`src/rtl/m_bb.sv`:
```
// m_bb: 2x2 multiplier bit brick with per-operand sign selection.
// Leaf cell of the fusible multiplier unit. Each operand is widened to
// three bits according to its sign-select bit, a 3x3 AND array forms the
// partial products, and the terms that carry the operand sign weight are
// subtracted (Baugh-Wooley style) before the low four bits are registered.
module m_bb (
    input  logic       clk,
    input  logic       rst,
    input  logic       en,
    input  logic [1:0] a,
    input  logic [1:0] b,
    input  logic [1:0] sel,
    output logic [3:0] p
);

    // Widen a 2-bit operand to 3 bits: sign-extend when s is set, else zero-extend.
    function automatic logic signed [2:0] f_ext(input logic [1:0] v, input logic s);
        return {s & v[1], v};
    endfunction

    // Operands are forced to zero while en=0. p ignores them in that case.
    // The gating stops unknown values from reaching the array when the inputs are idle.
    logic [1:0]        w_a_g;
    logic [1:0]        w_b_g;
    logic [1:0]        w_sel_g;
    logic signed [2:0] w_ax;
    logic signed [2:0] w_bx;
    logic [2:0][2:0]   w_pp;
    logic [3:0]        w_pos;
    logic [3:0]        w_neg;
    logic [3:0]        w_prod;
    logic [3:0]        r_p_p1;

    assign w_a_g   = en ? a   : 2'b00;
    assign w_b_g   = en ? b   : 2'b00;
    assign w_sel_g = en ? sel : 2'b00;

    assign w_ax = f_ext(w_a_g, w_sel_g[0]);
    assign w_bx = f_ext(w_b_g, w_sel_g[1]);

    // AND array: w_pp[i][j] is bit i of A times bit j of B, with weight 2^(i+j).
    always_comb begin
        w_pp = '0;
        for (int i = 0; i < 3; i++) begin
            for (int j = 0; j < 3; j++) begin
                w_pp[i][j] = w_ax[i] & w_bx[j];
            end
        end
    end

    // Sum the positive-weight terms. These are the magnitude bits of both operands.
    // The sign-by-sign term w_pp[2][2] has weight 16. It falls outside the 4-bit result, so it is dropped.
    always_comb begin
        w_pos = 4'b0000;
        for (int i = 0; i < 2; i++) begin
            for (int j = 0; j < 2; j++) begin
                w_pos = w_pos + ({3'b000, w_pp[i][j]} << (i + j));
            end
        end
    end

    // Sum the negative-weight terms: the A sign row and the B sign column against the magnitude bits.
    always_comb begin
        w_neg = 4'b0000;
        for (int k = 0; k < 2; k++) begin
            w_neg = w_neg + ({3'b000, w_pp[2][k]} << (k + 2));
            w_neg = w_neg + ({3'b000, w_pp[k][2]} << (k + 2));
        end
    end

    // Subtract the negative-weight sum with an explicit two's-complement add, modulo 16.
    assign w_prod = w_pos + (~w_neg + 4'd1);

    // --- stage boundary: registered product, 1-cycle latency ---
    // Result register: reset clears, en captures, otherwise hold.
    always_ff @(posedge clk) begin
        if (rst) begin
            r_p_p1 <= 4'b0000;
        end else if (en) begin
            r_p_p1 <= w_prod;
        end
    end

    assign p = r_p_p1;

endmodule

```
`config.mk`:
```
export PLATFORM = sky130hd
export DESIGN_NAME = m_bb
export DESIGN_NICKNAME = d
export VERILOG_FILES = /design/src/rtl/m_bb.sv
export SDC_FILE = /design/constraint.sdc
export NUM_CORES = 1
export LEC_CHECK = 0
export CELL_PAD_IN_SITES_DETAIL_PLACEMENT = 2
export CELL_PAD_IN_SITES_GLOBAL_PLACEMENT = 2
export CORE_MARGIN = 2
export CORE_UTILIZATION = 19
export CTS_BUF_LIST = sky130_fd_sc_hd__clkbuf_16
export DETAILED_ROUTE_END_ITERATION = 10
export PLACE_DENSITY_LB_ADDON = 0.1
export SYNTH_ARGS = -nofsm -noshare
export SYNTH_HDL_FRONTEND = slang
export SYNTH_SLANG_ARGS = --single-unit
export TNS_END_PERCENT = 100
```
`constraint.sdc`:
```
create_clock -name clk -period 2.5 [get_ports clk]
set_clock_uncertainty 0.1 [all_clocks]
set_input_delay 0.5 -clock clk [delete_from_list [all_inputs] [get_ports clk]]
set_output_delay 0.5 -clock clk [all_outputs]
set_load 0.01 [all_outputs]
```
Yosys cells after proc, flatten, opt, wreduce, memory -nomap -nowiden
Cells that the tools add are included.
Widths: inputs -> output; s select.
- flip-flop bits (word level): 4
- input bits: 9
- output and inout port bits: 4
- word-level logic and storage cells: 23
- add/sub/neg operators: 8
- multiplexer cells: 3
- bitwise gates (word level): 11
- operators with widths (operator ; number):
    $add 4x4->4 ; 3
    $and 1x1->1 ; 10
    $mux 2 ; 3
    $add 3x2->4 ; 1
    $add 3x3->4 ; 1
    $add 4x1->4 const B ; 1
    $add 4x3->4 ; 1
    $not 4->4 ; 1
    $add 1x2->3 ; 1

Depth between registers and ports, before layout
- word-level depth: 9
- gate-level depth with buffers: 10
- depth with buffers taken out: 9

Worst setup path before layout
No wires, ideal clock.
- path type: input to register
- from: input en
- to: register r_p_p1[3], in the netlist p[3]
- setup time: 0.062 ns
- arrival time: 2.543 ns
- required time: 2.338 ns
- path slack: -0.205 ns
- stages: 10
- path buffers: 1
- path through: buf_2 -> nand3_1 -> nor2_1 -> ha_1 -> inv_1 -> ha_1 -> fa_1 -> xor3_1 -> a2111oi_0 -> nand3b_1
- word-level cells in the longest chain between the ends: 9
- elaborated cells between the ends (all ways): 22
- those cells by class: 8 x add/sub; 3 x mux; 11 x bitwise
- RTL lines (item ; RTL line ; source):
    start: declaration ; 9 ; input logic en,
    $mux 2, on equally long branches ; 36, 34, 35 ;
    $and 1x1->1 ; 18 ; return {s & v[1], v};
    $and 1x1->1 ; 46 ; w_pp[i][j] = w_ax[i] & w_bx[j];
    $add 3x3->4 ; 67 ; w_neg = w_neg + ({3'b000, w_pp[k][2]} << (k + 2));
    $add 4x4->4 ; 66 ; w_neg = w_neg + ({3'b000, w_pp[2][k]} << (k + 2));
    $add 4x4->4 ; 67 ;
    $not 4->4 ; 72 ; assign w_prod = w_pos + (~w_neg + 4'd1);
    $add 4x1->4 ; 72 ;
    $add 4x4->4 ; 72 ;
    end signal: assignment ; 80 ; r_p_p1 <= w_prod;
    end: declaration ; 32 ; logic [3:0] r_p_p1;
Parallel ways exist; a longest one is shown, timed or not.
A chain may end at the register's enable or synchronous reset.

Worst setup path after layout
- from: input sel[0]
- to: register r_p_p1[3], in the netlist p[3]
- word-level cells in the longest chain between the ends: 9
- elaborated cells between the ends (all ways): 10
- those cells by class: 5 x add/sub; 1 x mux; 4 x bitwise
- RTL lines (item ; RTL line ; source):
    start: declaration ; 12 ; input logic [1:0] sel,
    $mux 2 (*) ; 36 ; assign w_sel_g = en ? sel : 2'b00;
    $and 1x1->1 (*) ; 18 ;
    $and 1x1->1 ; 46 ;
    $add 3x3->4 ; 67 ;
    $add 4x4->4 (*) ; 66 ;
    $add 4x4->4 (*) ; 67 ;
    $not 4->4 (*) ; 72 ;
    $add 4x1->4 (*) ; 72 ;
    $add 4x4->4 (*) ; 72 ;
Mark *: on every way between the ends. The rest lies on a longest branch, timed or not.

==> reports/metrics.cfg <==
[clock_network]
cts-root-buf=clkbuf_16
worstSkewPairLatency_ns=0.22
postCtsSetupRepairBufs=0
clk_pin_slew_worst_paths_ns=0.03
cts.sinks=4
htreeDepth=1
cts_buffer_depth=2
postCtsHoldBufs=0
cts_tree=built
cts_made_buffers=3

[final_layout]
areaGrowthSynthToFinish_pct=95.0
fin_util_pct=39.2
drive_above_1_share_pct=42.9
final_cell_area_um2=583
largest_reg_flops=4
nets=71
finalNonFillerCells=72
nFillCells=167
insertedDiodeCount=0
layout_common_cells=9 x buf_4, 5 x inv_1, 5 x clkdlybuf4s50_1
final_common_cell=buf_4

[flow_run]
drv_cap=0

[logic_synthesis]
yosysUniqueCellTypes=17
netlist.area_leader.share_pct=26.8
ys_seq_area_share_pct=26.8
synthesis.nets=47
synth_ff_type=dfxtp_1
syn_inst=34
syn_area_um2=299
syn_avg_cell_area_um2=8.80
synth-edff-count=0
ys_ff_latch=4
yosys_warnings=0
yosysTopAreaCell=dfxtp_1
synth_area_leaders=dfxtp_1 27%, ha_1 13%, xor3_1 7.9%, inv_1 7.5%, fa_1 6.7%
async_flop_share_pct=0

[drt]
wl_per_cell_um=13.0
drc=0
detail_route.vias_per_cell=4.35
ant_nets=0
dr_total_vias=313
drtIter0Drc=0
first_pass_iters=1
wirelength_um=935

[floorplan]
die_w_um=43.7
die-area_um2=1910
num_io_pins=13
start_util_pct=20.1
die_h_um=43.7
core_area_um2=1490
rows=14

[sta]
worst_slew_pin_slew_ns=0.245
slew_headroom_pct=83.7
fin_ws_ns=0.213
grt_setup_unrepaired=false
layout_min_cycle_time_ns=2.29
finalHoldViolCount=0
fmax_ghz=0.437
timing.hold.ws_ns=0.366
final_max_slew_viol_count=0
finalSetupViolCount=0
layout_worst_path_cycle_share_pct=91.5

[global_routing]
grt_first_pass_wirelength_um=1680
grt_overflow=0
grt_pass1_vias=367
grt_max_degree=7
antenna_found_initial=0
grt_usage_pct=12.7

[outcome]
status=complete, no violations

[worst_setup_path]
crit_fanout=2
arrival_ns=2.35
crit_path_end_kind=flop
worstSetupPathType=input port to flop
cp.required_ns=2.56
startpoint_type=input port

[placement]
dpl.cell_count=69
place_congestion=0.698
portBuffers=12
hpwl_um=799
place_area_um2=494
place_ws_ns=-0.605

[power]
power_density_nw_per_um2=661
peakVddDrop_mv=0.414
p_leak_nw=0.269

[hold_path]
min_path_type=flop to flop

per-stage QoR:
stage / power (W) / TNS, ns
floorplan: 0.000100 / 0
detailed placement: 0.000141 / -0.867
CTS: 0.000394 / 0
global placement: 0.000139 / -0.560
global route: 0.000402 / 0
finish: 0.000385 / 0
what timing repair did:
item                                    in CTS  in global routing
gates resized for setup                     33                  0
endpoints found under the hold margin        0                  0
endpoints found under the setup margin       2                  1
pin swaps                                    9                  1
final cells by class:
| type | instances | area (um^2) | area share, % |
|---|---|---|---|
| clock buffers | 3 | 75.1 | 12.9 |
| repair buffers | 20 | 158 | 27.0 |
| well taps | 16 | 20.0 | 3.43 |
| multi-input cells | 23 | 228 | 39.1 |
| flip-flops and latches | 4 | 80.1 | 13.7 |
| inverters | 6 | 22.5 | 3.86 |
synthesized netlist by cell type (2+ instances only):
cell type / n
dfxtp_1: 4
ha_1: 3
nor2_1: 4
nand3b_1: 2
mux2i_1: 2
inv_1: 6
nand3_1: 3
critical path, cell delays in order:
cell and delay, ns:
clkdlybuf4s15_1 0.18, inv_1 0.07, nor2_2 0.04, ha_1 0.30
inv_2 0.08, ha_4 0.20, fa_2 0.33, xor3_1 0.22
a2111oi_2 0.27, nand3b_1 0.14
power breakdown:
part	switching [W]	leakage [nW]	total (W)	internal (W)
registers	0.00000220	0.0327	0.0000714	0.0000692
logic	0.0000307	0.200	0.0000704	0.0000397
clock network	0.0000396	0.0370	0.000243	0.000204
path summary, 6_finish.rpt:
path	from	endpoint	slack [ns]	cells past startpoint
worst max-delay path	sel[0]	p[3]$_SDFFE_PP0P_	0.21	10
worst min-delay path	p[0]$_SDFFE_PP0P_	p[0]$_SDFFE_PP0P_	0.37	2
worst max register to register	p[1]$_SDFFE_PP0P_	p[1]$_SDFFE_PP0P_	1.81	2
worst min register to register	p[0]$_SDFFE_PP0P_	p[0]$_SDFFE_PP0P_	0.37	2
cell families after synthesis:
group / after synthesis / synth area share (%)
AO/OA/AOI/OAI: 2 / 4.60
multiplexers: 2 / 6.69
adder cells (fa/ha/maj): 4 / 19.2
AND/OR/NAND/NOR: 13 / 22.6
XOR/XNOR: 2 / 10.9
flip-flops: 4 / 26.8
buffers and inverters: 7 / 9.20
routing by layer:
layer	GRT usage (%)	vias to the layer above	share of wire [%]
met4	7.27	0	1.5
li1	-	158	-
met1	13.3	143	38
met3	4.17	3	2.6
met2	22.1	9	57
met5	0	-	0
(Power assumes the default switching activity.)
